**src/rtl/lsu_pkg.sv**
```systemverilog
// Shared types and dtype helpers for the load/store unit.
package lsu_pkg;

  typedef enum logic [2:0] {
    DtB   = 3'b000,
    DtH   = 3'b001,
    DtW   = 3'b010,
    DtBu  = 3'b011,
    DtHu  = 3'b100,
    DtD   = 3'b101,
    DtWu  = 3'b110,
    DtIll = 3'b111
  } dtype_e;

  localparam logic [2:0] StIdle  = 3'd0;
  localparam logic [2:0] StBeat0 = 3'd1;
  localparam logic [2:0] StBeat1 = 3'd2;
  localparam logic [2:0] StWait  = 3'd3;
  localparam logic [2:0] StResp  = 3'd4;

  function automatic int unsigned size_of(input logic [2:0] dt);
    case (dtype_e'(dt))
      DtB, DtBu: return 1;
      DtH, DtHu: return 2;
      DtW, DtWu: return 4;
      DtD:       return 8;
      default:   return 0;
    endcase
  endfunction

  function automatic logic is_legal(input logic [2:0] dt, input int unsigned dw);
    case (dtype_e'(dt))
      DtD, DtWu: return dw == 64;
      DtIll:     return 1'b0;
      default:   return 1'b1;
    endcase
  endfunction

  function automatic logic is_signed(input logic [2:0] dt);
    case (dtype_e'(dt))
      DtB, DtH, DtW: return 1'b1;
      default:       return 1'b0;
    endcase
  endfunction

endpackage

```
**src/rtl/lsu_lane_align.sv**
```systemverilog
// Byte-lane steering: store rotate, two-beat byte enables, load reassembly and extension.
module lsu_lane_align
  import lsu_pkg::*;
#(
  parameter int unsigned DATA_WIDTH = 32,
  localparam int unsigned NB = DATA_WIDTH / 8,
  localparam int unsigned OFS = $clog2(NB)
) (
  input  logic [OFS-1:0]        ofs_i,
  input  logic [2:0]            dtype_i,
  input  logic [DATA_WIDTH-1:0] wdata_i,
  input  logic [DATA_WIDTH-1:0] rd0_i,
  input  logic [DATA_WIDTH-1:0] rd1_i,
  output logic [NB-1:0]         be0_o,
  output logic [NB-1:0]         be1_o,
  output logic [DATA_WIDTH-1:0] wdata0_o,
  output logic [DATA_WIDTH-1:0] wdata1_o,
  output logic [DATA_WIDTH-1:0] rdata_o
);

  localparam int unsigned LIW = $clog2(2 * NB);
  localparam int unsigned BIW = $clog2(2 * DATA_WIDTH);
  localparam int unsigned OBW = $clog2(DATA_WIDTH);

  logic [2*NB-1:0]         lanes;
  logic [2*DATA_WIDTH-1:0] wide_w;
  logic [2*DATA_WIDTH-1:0] wide_r;
  logic [LIW-1:0]          li;
  logic [BIW-1:0]          bi;
  logic [OBW-1:0]          ob;
  logic                    ext;
  int unsigned             sz;
  int unsigned             o;

  // Both beats are treated as one double-width window; beat 1 is simply the upper half.
  always_comb begin
    sz      = size_of(dtype_i);
    o       = 32'(ofs_i);
    lanes   = '0;
    wide_w  = '0;
    wide_r  = {rd1_i, rd0_i};
    rdata_o = '0;
    ext     = 1'b0;
    li      = '0;
    bi      = '0;
    ob      = '0;
    for (int unsigned b = 0; b < NB; b++) begin
      li = LIW'(o + b);
      bi = BIW'(8 * (o + b));
      ob = OBW'(8 * b);
      if (b < sz) begin
        lanes[li]        = 1'b1;
        wide_w[bi +: 8]  = wdata_i[ob +: 8];
        rdata_o[ob +: 8] = wide_r[bi +: 8];
      end
      if (b + 1 == sz) ext = is_signed(dtype_i) & wide_r[bi + BIW'(7)];
    end
    for (int unsigned b = 0; b < NB; b++) begin
      ob = OBW'(8 * b);
      if (b >= sz) rdata_o[ob +: 8] = {8{ext}};
    end
  end

  assign be0_o    = lanes[NB-1:0];
  assign be1_o    = lanes[2*NB-1:NB];
  assign wdata0_o = wide_w[DATA_WIDTH-1:0];
  assign wdata1_o = wide_w[2*DATA_WIDTH-1:DATA_WIDTH];

endmodule

```
**src/rtl/lsu_pipelined.sv**
```systemverilog
// Load/store unit: one outstanding request, one or two RAM beats, held response.
module lsu_pipelined
  import lsu_pkg::*;
#(
  parameter int unsigned DATA_WIDTH = 32,
  parameter int unsigned ADDR_WIDTH = 12,
  parameter int unsigned SPLIT_MISALIGNED = 1,
  localparam int unsigned NB = DATA_WIDTH / 8,
  localparam int unsigned OFS = $clog2(NB),
  localparam int unsigned WAW = ADDR_WIDTH - OFS
) (
  input  logic                  clk,
  input  logic                  reset,
  input  logic                  req_valid_i,
  output logic                  req_ready_o,
  input  logic [ADDR_WIDTH-1:0] req_addr_i,
  input  logic                  req_we_i,
  input  logic [2:0]            req_dtype_i,
  input  logic [DATA_WIDTH-1:0] req_wdata_i,
  output logic                  rsp_valid_o,
  input  logic                  rsp_ready_i,
  output logic [DATA_WIDTH-1:0] rsp_rdata_o,
  output logic                  rsp_err_o,
  output logic                  mem_en_o,
  output logic                  mem_we_o,
  output logic [WAW-1:0]        mem_addr_o,
  output logic [NB-1:0]         mem_be_o,
  output logic [DATA_WIDTH-1:0] mem_wdata_o,
  input  logic [DATA_WIDTH-1:0] mem_rdata_i
);

  logic [2:0]            state_q, state_d;
  logic [ADDR_WIDTH-1:0] addr_q, addr_d;
  logic                  we_q, we_d;
  logic [2:0]            dtype_q, dtype_d;
  logic [DATA_WIDTH-1:0] wdata_q, wdata_d;
  logic [DATA_WIDTH-1:0] rd0_q, rd0_d;
  logic [DATA_WIDTH-1:0] rdata_q, rdata_d;
  logic                  err_q, err_d;

  logic                  req_legal, req_cross, cur_cross, in_b0, in_b1;
  logic [WAW-1:0]        wa;
  logic [NB-1:0]         be0, be1;
  logic [DATA_WIDTH-1:0] wd0, wd1, align_rdata, align_rd0;

  assign req_legal = is_legal(req_dtype_i, DATA_WIDTH);
  assign req_cross = (32'(req_addr_i[OFS-1:0]) + size_of(req_dtype_i)) > NB;
  assign cur_cross = (32'(addr_q[OFS-1:0]) + size_of(dtype_q)) > NB;
  assign wa        = addr_q[ADDR_WIDTH-1:OFS];
  // Single-beat loads see their data live in WAIT; split loads use the beat-0 capture.
  assign align_rd0 = cur_cross ? rd0_q : mem_rdata_i;

  lsu_lane_align #(
    .DATA_WIDTH(DATA_WIDTH)
  ) u_align (
    .ofs_i   (addr_q[OFS-1:0]),
    .dtype_i (dtype_q),
    .wdata_i (wdata_q),
    .rd0_i   (align_rd0),
    .rd1_i   (mem_rdata_i),
    .be0_o   (be0),
    .be1_o   (be1),
    .wdata0_o(wd0),
    .wdata1_o(wd1),
    .rdata_o (align_rdata)
  );

  always_comb begin
    state_d = state_q;
    addr_d  = addr_q;
    we_d    = we_q;
    dtype_d = dtype_q;
    wdata_d = wdata_q;
    rd0_d   = rd0_q;
    rdata_d = rdata_q;
    err_d   = err_q;
    case (state_q)
      StIdle: begin
        if (req_valid_i) begin
          addr_d  = req_addr_i;
          we_d    = req_we_i;
          dtype_d = req_dtype_i;
          wdata_d = req_wdata_i;
          rdata_d = '0;
          if (!req_legal || (req_cross && SPLIT_MISALIGNED == 0)) begin
            err_d   = 1'b1;
            state_d = StResp;
          end else begin
            err_d   = 1'b0;
            state_d = StBeat0;
          end
        end
      end
      StBeat0: state_d = cur_cross ? StBeat1 : StWait;
      StBeat1: begin
        rd0_d   = mem_rdata_i;
        state_d = StWait;
      end
      StWait: begin
        rdata_d = we_q ? '0 : align_rdata;
        state_d = StResp;
      end
      StResp: if (rsp_ready_i) state_d = StIdle;
      default: state_d = StIdle;
    endcase
  end

  always_ff @(posedge clk or posedge reset) begin
    if (reset) begin
      state_q <= StIdle;
      addr_q  <= '0;
      we_q    <= 1'b0;
      dtype_q <= '0;
      wdata_q <= '0;
      rd0_q   <= '0;
      rdata_q <= '0;
      err_q   <= 1'b0;
    end else begin
      state_q <= state_d;
      addr_q  <= addr_d;
      we_q    <= we_d;
      dtype_q <= dtype_d;
      wdata_q <= wdata_d;
      rd0_q   <= rd0_d;
      rdata_q <= rdata_d;
      err_q   <= err_d;
    end
  end

  always_comb begin
    in_b0       = state_q == StBeat0;
    in_b1       = state_q == StBeat1;
    // Gated by reset so ready is low for the whole time reset is held.
    req_ready_o = (state_q == StIdle) && !reset;
    rsp_valid_o = state_q == StResp;
    rsp_rdata_o = rsp_valid_o ? rdata_q : '0;
    rsp_err_o   = rsp_valid_o & err_q;
    mem_en_o    = in_b0 | in_b1;
    mem_we_o    = mem_en_o & we_q;
    mem_addr_o  = in_b0 ? wa : (in_b1 ? wa + 1'b1 : '0);
    mem_be_o    = in_b0 ? be0 : (in_b1 ? be1 : '0);
    mem_wdata_o = !we_q ? '0 : (in_b0 ? wd0 : (in_b1 ? wd1 : '0));
  end

endmodule

```
**config.mk**
```make
export PLATFORM = sky130hd
export DESIGN_NAME = lsu_pipelined
export DESIGN_NICKNAME = d
export VERILOG_FILES = /design/src/rtl/lsu_pkg.sv /design/src/rtl/lsu_lane_align.sv /design/src/rtl/lsu_pipelined.sv
export SDC_FILE = /design/constraint.sdc
export NUM_CORES = 1
export LEC_CHECK = 0
export CAP_MARGIN = 10
export CELL_PAD_IN_SITES_DETAIL_PLACEMENT = 1
export CELL_PAD_IN_SITES_GLOBAL_PLACEMENT = 1
export CORE_MARGIN = 4
export CORE_UTILIZATION = 36
export DETAILED_ROUTE_END_ITERATION = 7
export PLACE_DENSITY_LB_ADDON = 0.1
export SYNTH_ARGS = -nofsm -noshare
export SYNTH_HDL_FRONTEND = slang
export SYNTH_SLANG_ARGS = --single-unit
```
**constraint.sdc**
```tcl
create_clock -name clk -period 4.3 [get_ports clk]
set_clock_uncertainty 0.1 [all_clocks]
set_input_delay 1.29 -clock clk [delete_from_list [all_inputs] [get_ports clk]]
set_output_delay 1.29 -clock clk [all_outputs]
set_load 0.05 [all_outputs]
```
Word level (Yosys, flattened, before mapping)
Cells that the tools add are included.
{"block": "totals", "regBits": 116, "out_inout_bits": 83}
{"block": "classes", "n_addsub": 13, "n_lt_le_gt_ge": 21, "eq_ne": 19, "n_shift": 12, "muxes": 63, "bitwise_logic": 11, "reduce_logical": 17}
{"op": "$mux W64", "n": 4}
{"op": "$shift A8 B8 Y64 const A", "n": 4}
{"op": "$shiftx A8 B8 Y64", "n": 4}
{"op": "$mux W32", "n": 7}
{"op": "$bwmux W64", "n": 3}
{"op": "$shiftx A64 B7 Y8", "n": 3}
{"op": "$mux W8", "n": 11}
{"op": "$and A64 B64 Y64", "n": 1}
{"op": "$pmux W32 S2", "n": 1}
{"op": "$shiftx A64 B6 Y8", "n": 1}
{"op": "$add A2 B32 Y32", "n": 1}
{"op": "$gt A32 B3 Y1 const B", "n": 1}
{"op": "$lt A6 B7 Y1 const B", "n": 4}
{"op": "$bmux W1 S6", "n": 4}
{"op": "$neg A6 Y8", "n": 3}
{"op": "$eq A3 B3 Y1 const B", "n": 7}
{"op": "$mux W10", "n": 2}
{"op": "$mux W1", "n": 19}
{"op": "$add A6 B3 Y6 const B", "n": 3}
{"op": "$or A8 B8 Y8", "n": 2}
{"op": "$pmux W4 S4", "n": 1}
{"op": "$pmux W3 S5", "n": 1}
{"op": "$eq A3 B2 Y1 const B", "n": 4}
{"op": "$lt A3 B4 Y1 const B", "n": 3}
{"op": "other kinds (32)", "n": 62}

Depth between registers and ports, before layout
Gate-level depths: netlist (run 1).
{"block": "logic_depth", "depth_word": 16, "ltp_mapped": 16, "ltp_nobuf": 11}

By module
From an unflattened synthesis (run 1), not the netlist that was laid out.
{"block": "unflattened", "cells_unflattened": 1174, "area_unflattened_um2": 9292.7}
{"module": "lsu_pipelined", "n_inst": 1, "cells_per_inst": 650, "area_per_inst_um2": 5856.9, "seq_area_each_um2": 2902.8}
{"module": "lsu_lane_align", "n_inst": 1, "cells_per_inst": 524, "area_per_inst_um2": 3435.8, "seq_area_each_um2": 0.0}

Worst setup path before layout (run 1)
OpenSTA, ideal clock, no wires.
{"block": "synth_path", "path_type": "reg-to-output", "start": "register addr_q[0]", "end": "output mem_wdata_o[15]", "t_arrival_ps": 3881, "t_required_ps": 2910, "setup_slack_ps": -971, "stages_incl_launch_ff": 13, "path_buffers": 4, "cell_sequence": "dfrtp_1 buf_2 inv_1 buf_2 ha_1 ha_1 clkbuf_1 and3_1 clkbuf_1 o21a_1 a221oi_1 or3_1 a21boi_0"}
{"block": "synth_between", "elab_chain_len": 13, "elab_cells_between_ends": 26, "classes_between": "7 x add/sub; 8 x shift; 10 x mux; 1 x bitwise"}
{"element": "start, declared", "line_no": "lsu_pipelined.sv:33", "text": "logic [ADDR_WIDTH-1:0] addr_q, addr_d;"}
{"element": "start signal, assigned", "line_no": "lsu_pipelined.sv:120", "text": "addr_q <= addr_d;"}
{"element": "parallel branches: the longest is 9 deep, another holds $neg A6 Y8"}
{"element": "$mux W64 *", "line_no": "lsu_lane_align.sv:51", "text": "if (b < sz) begin"}
{"element": "$mux W32", "line_no": "lsu_pipelined.sv:142", "text": "mem_wdata_o = !we_q ? '0 : (in_b0 ? wd0 : (in_b1 ? wd1 : '0));"}
{"element": "$mux W32 * (2 in a row)", "line_no": "lsu_pipelined.sv:142"}
{"element": "end, declared", "line_no": "lsu_pipelined.sv:28", "text": "output logic [DATA_WIDTH-1:0] mem_wdata_o,"}
Every way passes the cells marked *.

Final worst setup path (run 1)
{"block": "layout_path", "start": "register addr_q[0]", "end": "output mem_wdata_o[6]"}
The elaborated chain is that of the path after synthesis.

==> key figures, run 1 <==
Timing
  • Final TNS setup: -91.4 ps
  • Fmax: 230 MHz
  • RSZ-0062 raised after global routing: true
  • Min Tclk post-route: between 4000 and 5000 ps
  • Worst Max-Slew Pin Slew: 1040 ps
  • Max transition margin: 0.299
  • Final Max Slew Viols: 0
  • Final setup vio count: 6
  • WHS: approximately 380 ps
  • Part of the cycle the worst path needs: 1.01
  • Final WS setup: -55.4 ps
  • Hold Fails Final Rpt: 0

Die
  • Core Box Area: around 25000 µm²
  • DIE WIDTH: about 170 µm
  • # IOs: 167
  • Initial core utilization: 0.369
  • DIE AREA: 27800 µm²
  • FP Rows: 57
  • Vert. Die Dim: 167 µm

Setup path
  • Buf+Inv Stages, Crit Path: 4
  • Slowest CP cell: or4b_4
  • Reg2Reg Capture Point: rdata_q[20]$_DFFE_PP0P_
  • Crit path kind: register to output port
  • Reg2reg path depth: 13
  • CP peak stage delay: approximately 480 ps
  • CP startpoint kind: register
  • Top delay family on crit path: simple AND/OR/NAND/NOR gates
  • FF-to-FF Start: dtype_q[2]$_DFFE_PP0P_
  • Crit-path cells: clkinvlp_4, buf_6, ha_4, or4b_4, a311oi_2, buf_4, a221o_1, and3_1, a211oi_2, nor3_4, buf_12
  • Worst Path Arrival: a little under 3000 ps
  • Crit path max fanout: 6
  • Crit path capture type: output port
  • CP Depth: 11
  • Worst EP required: slightly below 3000 ps
  • R2r setup slk: roughly 130 ps

Logic synthesis
  • Cell area after synthesis: approximately 9100 µm²
  • Sequential share of the synthesized area: 0.320
  • Cell variety after synth: 74
  • Syn. warnings: 0
  • Mapped Nets: 1231
  • Post-synth top flop: dfrtp_1
  • Post-Syn Instances: ~1.1k
  • EDFF count, synth: 0
  • Avg Cell Area, Syn: 8.00 µm²
  • Async SR Flop Fraction: 1.00
  • FF+latch count, synth: roughly 120

Global routing
  • Grt total ovfl: 0
  • Initial antenna violation count: 0
  • Largest net degree at the start of global routing: 48
  • Vias in the first global route: about 10k
  • GRT Total Usage: 0.274
  • First-pass GRT wire length: approximately 61 mm

Clocking
  • CTS tree: yes
  • TritonCTS Buffers: 17
  • H-Tree Depth: 4
  • Clk sink count: roughly 120
  • Clock Latency Late Sink: between 400 and 500 ps
  • Clk buf depth: 2
  • Clock transition at path regs: ~70 ps
  • Post-CTS Hold Fix Bufs: 0
  • Root Buffer: clkbuf_16

Route
  • WL/cell: about 24 µm
  • Post-DR vias/cell: a little over 6
  • Final ANT Viol Nets: 0
  • Drt total wl: between 30 and 40 mm
  • Initial DRC count: 888
  • DRC Markers: 0
  • Vias: about 10k
  • DRT Pass-1 Iters: 5

Place
  • Dpl hpwl: 28.0 mm
  • Port Buf Inserts: roughly 170
  • Placed cell area: about 12000 µm²
  • Cells after DPL: 1605
  • Final Wtd Congestion: ~0.95

Power and ir drop
  • Power density over cell area: ~860 nW/µm²
  • Maximum vdd drop: between 0.4 and 0.5 mV
  • Lkg Pwr: 0.00563 µW

Layout
  • Final nets: around 1.4k
  • Fin cells: 1665
  • Area growth from synthesis to layout: 46.9%
  • Ant diodes: 0
  • Final Cell Area: 13300 µm²
  • Share of cells above drive strength 1: 0.251

Min path
  • Hold Path End: rd0_q[4]$_DFFE_PP0P_
  • Hold crit path type: register to register
  • Min-Delay Startpoint: rd0_q[4]$_DFFE_PP0P_
  • Hold depth: 2

Outcome
  • Failing checks: setup timing
  • Status: finished, violations left

Flow run
  • Total of max-cap violations: 0
-- sequential cells by signal, summed over array words and instances, names as in the netlist --
signal and flops:
rd0_q 32, err_q 1, wdata_q 32, rdata_q 32, addr_q 12, dtype_q 3
we_q 1, state_q 3
-- routing by layer --
| layer | GRT usage | wire, µm | vias up |
|---|---|---|---|
| met5 | 0 | 0 | - |
| li1 | - | - | 4540 |
| met1 | 0.415 | 18200 | 5069 |
| met3 | 0.0766 | 3780 | 47 |
| met4 | 0.0498 | 602 | 0 |
| met2 | 0.394 | 17100 | 433 |
-- power by group --
part	switching, µW	internal [µW]
logic	4580	3060
registers	722	1600
clock network	620	872
-- metrics by stage --
stage                     worst slack (ps)  utilization  power (µW)
final                                -55.4        0.543       11400
after global routing                  -135        0.543       12100
after CTS                             1.88        0.527       11000
after detailed placement               139        0.491        9140
after global placement                 214        0.491        9030
after floorplan                      -42.2            -        6800
-- worst reg2reg max path, delay by kind of cell (launching register included) --
family	cells	cell delay [ps]
adder cells (fa/ha/maj)	1	230
multiplexers	1	380
buffers and inverters	3	640
flip-flops	1	510
AND/OR/NAND/NOR	3	790
AO/OA/AOI/OAI	5	1350
-- cell families after synthesis --
kind of cell,after synthesis,synth area share
AOI/OAI and AO/OA,300,0.246
xor gates and xnor gates,4,0.00594
adders and majority gates,15,0.0213
buffers and inverters,115,0.0533
DFF,116,0.320
muxes,61,0.0971
and+or+nand+nor,522,0.256
-- what timing repair did --
action / CTS / global route
resized for setup: 36 / 54
cloned: 1 / 1
hold endpoints to repair: 0 / 0
pin swaps: 12 / 25
setup buffers: 12 / 14
setup endpoints to repair: 32 / 32
-- cell type report --
class	count	area, µm²
clock buffers	18	429
clock inverters	14	165
fillers	2840	11200
inverters	20	85.1
multi-input cells	902	6340
flip-flops and latches	116	2910
well taps	324	405
repair buffers	271	2980
-- worst max-delay path by stage --
stage | start | to | slack, ps
6_report | addr_q[0]$_DFFE_PP0P_ | mem_wdata_o[6] | -60
5_1_grt | addr_q[0]$_DFFE_PP0P_ | mem_wdata_o[7] | -140
4_1_cts | addr_q[0]$_DFFE_PP0P_ | mem_wdata_o[6] | 2
3_5_place_dp | addr_q[0]$_DFFE_PP0P_ | rdata_q[20]$_DFFE_PP0P_ | 140
3_3_place_gp | addr_q[0]$_DFFE_PP0P_ | rdata_q[20]$_DFFE_PP0P_ | 210
2_1_floorplan | addr_q[0]$_DFFE_PP0P_ | mem_wdata_o[15] | -40
-- placed cells by master (no fill, tap or decap), drive strengths merged, types with 10 or more instances in the layout --
cell type / instances
a211oi: 30
a21boi: 15
a21oi: 30
a221o: 14
a221oi: 24
a22oi: 10
a32oi: 24
and2: 11
and3: 40
buf: 152
clkbuf: 19
clkdlybuf4s50: 117
dfrtp: 116
ha: 13
inv: 25
mux2: 15
mux2i: 26
mux4: 20
nand2: 331
nand3: 33
nor2: 48
nor2b: 13
nor3: 17
o211ai: 21
o21ai: 60
o221ai: 13
o22ai: 14
-- Yosys cell counts (4+ instances only) --
master,n,area share
a211oi_1,28,0.023
a21boi_0,12,0.0099
a21oi_1,29,0.016
a221o_1,14,0.015
a221oi_1,24,0.023
a222oi_1,7,0.0077
a22oi_1,10,0.0083
a31o_2,4,0.0039
a32oi_1,24,0.023
and2_1,9,0.0062
and3_1,40,0.028
buf_1,7,0.0029
buf_2,17,0.0094
buf_4,4,0.0033
clkbuf_1,65,0.027
dfrtp_1,116,0.32
ha_1,13,0.018
inv_1,20,0.0083
mux2_2,15,0.019
mux2i_1,26,0.029
mux4_2,20,0.050
nand2_1,331,0.14
nand3_1,33,0.018
nand3b_1,5,0.0041
nor2_1,48,0.020
nor2b_1,13,0.0090
nor3_1,16,0.0088
o211ai_1,20,0.017
o21a_1,7,0.0058
o21ai_0,58,0.032
o221ai_1,13,0.013
o22ai_1,14,0.0097
o2bb2a_1,7,0.0077
o32ai_1,4,0.0039
No activity file was read; power rests on OpenSTA's default activity.
==> run 2: changes to the inputs <==
- CAP_MARGIN: 10 -> 5
- CELL_PAD_IN_SITES_DETAIL_PLACEMENT: 1 -> 2
- CELL_PAD_IN_SITES_GLOBAL_PLACEMENT: 1 -> 2
- CORE_UTILIZATION: 36 -> 28
==> run 2 against run 1 <==
Core utilization down 12 points. Via count down 0.86%. Count of clock-buffer cells in the layout unchanged. Critical path type unchanged. Highest routed layer is now met5. Sequential cell count unchanged. Largest cell class unchanged. Worst hold slack better by 0.60 ps. Fmax shrank 1.1%. The run still ends with setup timing left. Register-to-register slack better by 40 ps.
==> key figures, run 2 (same netlist as run 1, synthesis figures left out) <==
Global routing
  • First-pass GRT wire length: ~68 mm
  • Grt total ovfl: 0
  • Initial antenna violation count: 1
  • GRT Total Usage: 0.244
  • Largest net degree at the start of global routing: 67
  • Vias in the first global route: about 11k

Power and ir drop
  • Lkg Pwr: about 0.0056 µW
  • Final Power: between 10000 and 15000 µW
  • Power density over cell area: roughly 870 nW/µm²
  • Maximum vdd drop: between 0.4 and 0.5 mV

Clocking
  • CTS tree: yes
  • Clock Latency Late Sink: about 440 ps
  • H-Tree Depth: 4
  • Clk buf depth: 2
  • Root Buffer: clkbuf_16
  • Clock transition at path regs: roughly 60 ps
  • Clk sink count: approximately 120
  • TritonCTS Buffers: 17

Die
  • Initial core utilization: 0.286
  • DIE AREA: between 30000 and 40000 µm²
  • # IOs: between 150 and 200
  • DIE WIDTH: between 150 and 200 µm
  • FP Rows: between 60 and 70
  • Core Box Area: ~32000 µm²
  • Vert. Die Dim: around 190 µm

Timing
  • Hold Fails Final Rpt: 0
  • Max transition margin: 0.428
  • RSZ-0062 raised after global routing: true
  • Min Tclk post-route: 4400 ps
  • Worst Max-Slew Pin Slew: about 860 ps
  • Final Max Slew Viols: 0
  • Fmax: about 230 MHz
  • Final setup vio count: 9
  • Final WS setup: -103 ps
  • Part of the cycle the worst path needs: 1.02

Layout
  • Fin cells: between 1.5k and 2k
  • Area growth from synthesis to layout: 48.4%
  • Commonest non-fill, non-tap cell in the layout: nand2_1
  • Ant diodes: 0
  • Highest-count cells in the layout ignoring fill and taps: 328 x nand2_1, 117 x clkdlybuf4s50_1, 112 x dfrtp_1, 89 x buf_4, 56 x o21ai_0
  • Final nets: about 1.4k
  • Largest regs: rd0_q: 32 flops, rdata_q: 32 flops, wdata_q: 32 flops
  • Share of cells above drive strength 1: 0.251

Setup path
  • Buf+Inv Stages, Crit Path: 3
  • Crit-path cells: inv_4, ha_4, or4b_4, a311oi_2, buf_4, a221o_1, and3_1, a211oi_1, nor3_4, buf_12
  • CP Depth: 10
  • Reg2reg path depth: 11
  • FF-to-FF Start: dtype_q[1]$_DFFE_PP0P_
  • Crit path kind: register to output port
  • Worst EP required: around 2900 ps
  • Reg2Reg Capture Point: rdata_q[19]$_DFFE_PP0P_
  • Crit path max fanout: 7
  • Worst Path Arrival: 3010 ps
  • Crit path capture type: output port
  • CP peak stage delay: about 560 ps
  • Slowest CP cell: or4b_4
  • CP startpoint kind: register
  • R2r setup slk: 170 ps
  • Top delay family on crit path: simple AND/OR/NAND/NOR gates

Outcome
  • Status: finished, violations left
  • Failing checks: setup timing

Route
  • WL/cell: 25.3 µm
  • DRC Markers: 0
  • Post-DR vias/cell: roughly 5.8
  • Final ANT Viol Nets: 0
  • Vias: ~10k
  • Initial DRC count: ~700
  • DRT Pass-1 Iters: 7
  • Drt total wl: around 44 mm

Place
  • Cells after DPL: 1687
  • Dpl hpwl: 32.0 mm
  • Final Wtd Congestion: ~0.93
  • Port Buf Inserts: 166
  • Dpl ws: 156 ps

Min path
  • Hold Path End: rd0_q[6]$_DFFE_PP0P_
  • Hold depth: 2
  • Hold crit path type: register to register
  • Min-Delay Startpoint: rd0_q[6]$_DFFE_PP0P_

Flow run
  • Total of max-cap violations: 0
## run 2: changes by cell type in the layout (fill, tap and decap cells not counted), sizes merged
cell,before,now
buf,152,148
clkinv,3,6
inv,25,22
bufbuf,1,0
bufinv,2,3
clkbuf,19,20
clkinvlp,4,3
## run 2: worst max path at each step
| stage | slack [ps] | to | start |
|---|---|---|---|
| global route | -180 | mem_wdata_o[1] | addr_q[0]$_DFFE_PP0P_ |
| global placement | 160 | rdata_q[23]$_DFFE_PP0P_ | dtype_q[1]$_DFFE_PP0P_ |
| CTS | -60 | mem_wdata_o[1] | addr_q[0]$_DFFE_PP0P_ |
| detailed placement | 160 | rdata_q[10]$_DFFE_PP0P_ | dtype_q[1]$_DFFE_PP0P_ |
| floorplan | -40 | mem_wdata_o[15] | addr_q[0]$_DFFE_PP0P_ |
| finish | -100 | mem_wdata_o[6] | addr_q[0]$_DFFE_PP0P_ |
## run 2: metrics by stage
stage / hold slack [ps] / area, µm² / TNS [ps] / utilization
2_1_floorplan: 341 / 9410 / -151 / -
3_3_place_gp: 356 / 12300 / 0 / 0.387
3_5_place_dp: 366 / 12300 / 0 / 0.387
4_1_cts: 381 / 13100 / -104 / 0.413
5_1_grt: 415 / 13400 / -1670 / 0.424
6_report: 377 / 13400 / -440 / 0.424
## run 2: layer usage
layer | up-vias | track usage | share of wire
li1 | 4534 | - | -
met1 | 5133 | 0.330 | 0.46
met2 | 270 | 0.406 | 0.48
met3 | 63 | 0.0464 | 0.040
met4 | 2 | 0.0590 | 0.020
met5 | - | 0 | 0.00039
## run 2: where the power goes
group | switching, µW | internal, µW
Combinational | 4720 | 3150
Sequential | 693 | 1600
Clock | 607 | 918
Total | 6020 | 5670
## run 2: cell type report
type / instances / area, µm²
clock inverters: 14 / 176
repair buffers: 267 / 3010
inverters: 20 / 86.3
flip-flops and latches: 116 / 2910
clock buffers: 18 / 429
multi-input cells: 902 / 6330
well taps: 402 / 503
fillers: 3380 / 18300
## run 2: worst min-delay path: cells and delay by family (launching register included)
family           cells  cell delay, ps
DFF                  1             340
and+or+nand+nor      2             100
## run 2: what timing repair did
item / in CTS / in global routing
endpoints found under the setup margin: 32 / 36
pin swaps: 15 / 25
hold buffers: 0 / 0
gates cloned: 0 / 3
buffers inserted: 6 / 11
gates resized for setup: 40 / 49
==> run 3: changes to the inputs <==
- CAP_MARGIN: 5 -> 10
- SKIP_LAST_GASP: not set -> 1
==> run 3 against run 2 <==
The run still ends with setup timing left. Global-route usage stayed put. Sequential share of layout area hardly changed. Register-to-register slack improved by 20 ps. Die area unchanged. Cell count did not move. Clock power is essentially flat. Final area about the same. Combinational power about the same. Non-clock buffer count unchanged. Critical endpoint unchanged. Highest routed layer unchanged.
==> key figures, run 3 (same netlist as run 1, synthesis figures left out) <==
Outcome
  • Status: finished, violations left
  • Failing checks: setup timing

Timing
  • Final setup vio count: 8
  • Final Max Slew Viols: 0
  • Worst Max-Slew Pin Slew: roughly 830 ps
  • WHS: 377 ps
  • Hold Fails Final Rpt: 0
  • Min Tclk post-route: 4390 ps
  • Part of the cycle the worst path needs: 1.02
  • Fmax: around 230 MHz
  • Final TNS setup: -341 ps
  • RSZ-0062 raised after global routing: true
  • Final WS setup: -92.7 ps
  • Max transition margin: 0.442

Global routing
  • Initial antenna violation count: 1
  • Largest net degree at the start of global routing: 67
  • Grt total ovfl: 0
  • First-pass GRT wire length: ~68 mm
  • Vias in the first global route: about 11k
  • GRT Total Usage: 0.244

Power and ir drop
  • Power density over cell area: slightly below 900 nW/µm²
  • Final Power: ~12000 µW
  • Maximum vdd drop: around 0.43 mV
  • Pint: between 5000 and 6000 µW
  • Switch share: 0.515
  • Clock share of power: 0.131
  • Sequential share of power: 0.197
  • Comb power frac: 0.673
  • NetSw: around 6000 µW
  • Lkg Pwr: about 0.0056 µW

Layout
  • Highest-count cells in the layout ignoring fill and taps: 328 x nand2_1, 117 x clkdlybuf4s50_1, 112 x dfrtp_1, 89 x buf_4, 56 x o21ai_0
  • Fin cells: ~1.7k
  • Share of cells above drive strength 1: 0.251
  • Multi-input logic area: between 6000 and 7000 µm²
  • Final nets: 1422
  • Largest regs: rd0_q: 32 flops, rdata_q: 32 flops, wdata_q: 32 flops
  • Register area: about 2900 µm²
  • Area growth from synthesis to layout: 48.5%
  • Fillers: approximately 3.4k
  • Ant diodes: 0
  • Commonest non-fill, non-tap cell in the layout: nand2_1

Route
  • Drt total wl: about 44 mm
  • Post-DR vias/cell: 5.73
  • WL/cell: ~25 µm
  • Final ANT Viol Nets: 0
  • DRC Markers: 0
  • DRT Pass-1 Iters: 7
  • Initial DRC count: between 600 and 700
  • Vias: 9965

Place
  • Dpl hpwl: approximately 32 mm
  • Port Buf Inserts: approximately 170
  • Cells after DPL: around 1.7k
  • Final Wtd Congestion: a little over 0.9

Die
  • Vert. Die Dim: 188 µm
  • FP Rows: between 60 and 70
  • Initial core utilization: 0.286
  • DIE AREA: between 30000 and 40000 µm²
  • # IOs: roughly 170
  • Core Box Area: roughly 32000 µm²
  • DIE WIDTH: between 150 and 200 µm

Clocking
  • Root Buffer: clkbuf_16
  • Clk buf depth: 2
  • TritonCTS Buffers: 17
  • Clock transition at path regs: about 60 ps
  • H-Tree Depth: 4
  • CTS tree: yes
  • Clk sink count: about 120
  • Clock Latency Late Sink: between 400 and 500 ps
  • Post-CTS Hold Fix Bufs: 0

Setup path
  • Reg2reg path depth: 13
  • Crit path capture type: output port
  • R2r setup slk: between 150 and 200 ps
  • Crit-path cells: inv_4, ha_4, or4b_4, a311oi_2, buf_4, a221o_1, and3_1, a211oi_1, nor3_4, buf_12
  • Top delay family on crit path: simple AND/OR/NAND/NOR gates
  • Slowest CP cell: or4b_4
  • CP startpoint kind: register
  • Worst EP required: between 2000 and 3000 ps
  • Buf+Inv Stages, Crit Path: 3
  • Worst Path Arrival: 3000 ps
  • Crit path max fanout: 7
  • Crit path kind: register to output port
  • CP Depth: 10
  • CP peak stage delay: ~560 ps

Min path
  • Hold depth: 2
  • Hold crit path type: register to register

Flow run
  • Total of max-cap violations: 0
## run 3: cell types whose count changed in the layout (fill, tap and decap cells not counted)
cell,change
a221oi_1,-3
o32ai_2,-1
a221oi_2,+3
o2bb2a_2,-1
o32ai_1,+1
o2bb2a_1,+1
## run 3: power groups by stage
stage	Sequential (µW)	Combinational (µW)	Clock, µW
after global placement	2260	7210	0
after floorplan	1920	4880	0
final	2300	7850	1530
after CTS	2280	7570	1560
after global routing	2360	8480	1620
after detailed placement	2280	7350	0
## run 3: through the flow
step                worst slack [ps]  cell area, µm²  utilization
floorplan                      -42.2            9410            -
global placement                 158           12300        0.387
detailed placement               156           12300        0.387
CTS                            -62.8           13100        0.413
global route                    -183           13500        0.424
finish                         -92.7           13500        0.424
## run 3: metal layers
metal  vias up  share of wire  global-route usage
li1       4533              -                   -
met1      5104           0.45               0.330
met2       272           0.49               0.406
met3        54          0.042              0.0464
met4         2          0.018              0.0590
met5         -        0.00039                   0
## run 3: timing repair
action,in CTS,in global routing
buffers inserted,6,11
endpoints found under the hold margin,0,0
resized for setup,38,52
pin swaps,14,25
setup endpoints to repair,32,36
cloned,0,3
## run 3: worst register-to-register path, cell delays in order, from the launching register on
cell,delay (ps)
dfrtp_2,500
or2_1,300
a21oi_1,350
ha_1,270
inv_1,60
fa_1,450
xnor2_4,310
o21a_2,360
buf_12,230
buf_4,180
o211ai_1,110
a211oi_2,190
buf_4,350
o221ai_1,220
## run 3: worst paths after layout
check / startpoint / end
max: addr_q[0]$_DFFE_PP0P_ / mem_wdata_o[6]
min: rd0_q[6]$_DFFE_PP0P_ / rd0_q[6]$_DFFE_PP0P_
max reg2reg: dtype_q[1]$_DFFE_PP0P_ / rdata_q[10]$_DFFE_PP0P_
min reg2reg: rd0_q[6]$_DFFE_PP0P_ / rd0_q[6]$_DFFE_PP0P_
max in group asynchronous: reset / dtype_q[0]$_DFFE_PP0P_
min in group asynchronous: reset / wdata_q[23]$_DFFE_PP0P_
## run 3: final cells by class
class,count,share of cell area
Sequential cell,116,0.216
Clock buffer,18,0.0319
Tap cell,402,0.0374
Multi-Input combinational cell,902,0.471
Inverter,20,0.00641
Clock inverter,14,0.0131
Timing Repair Buffer,267,0.224
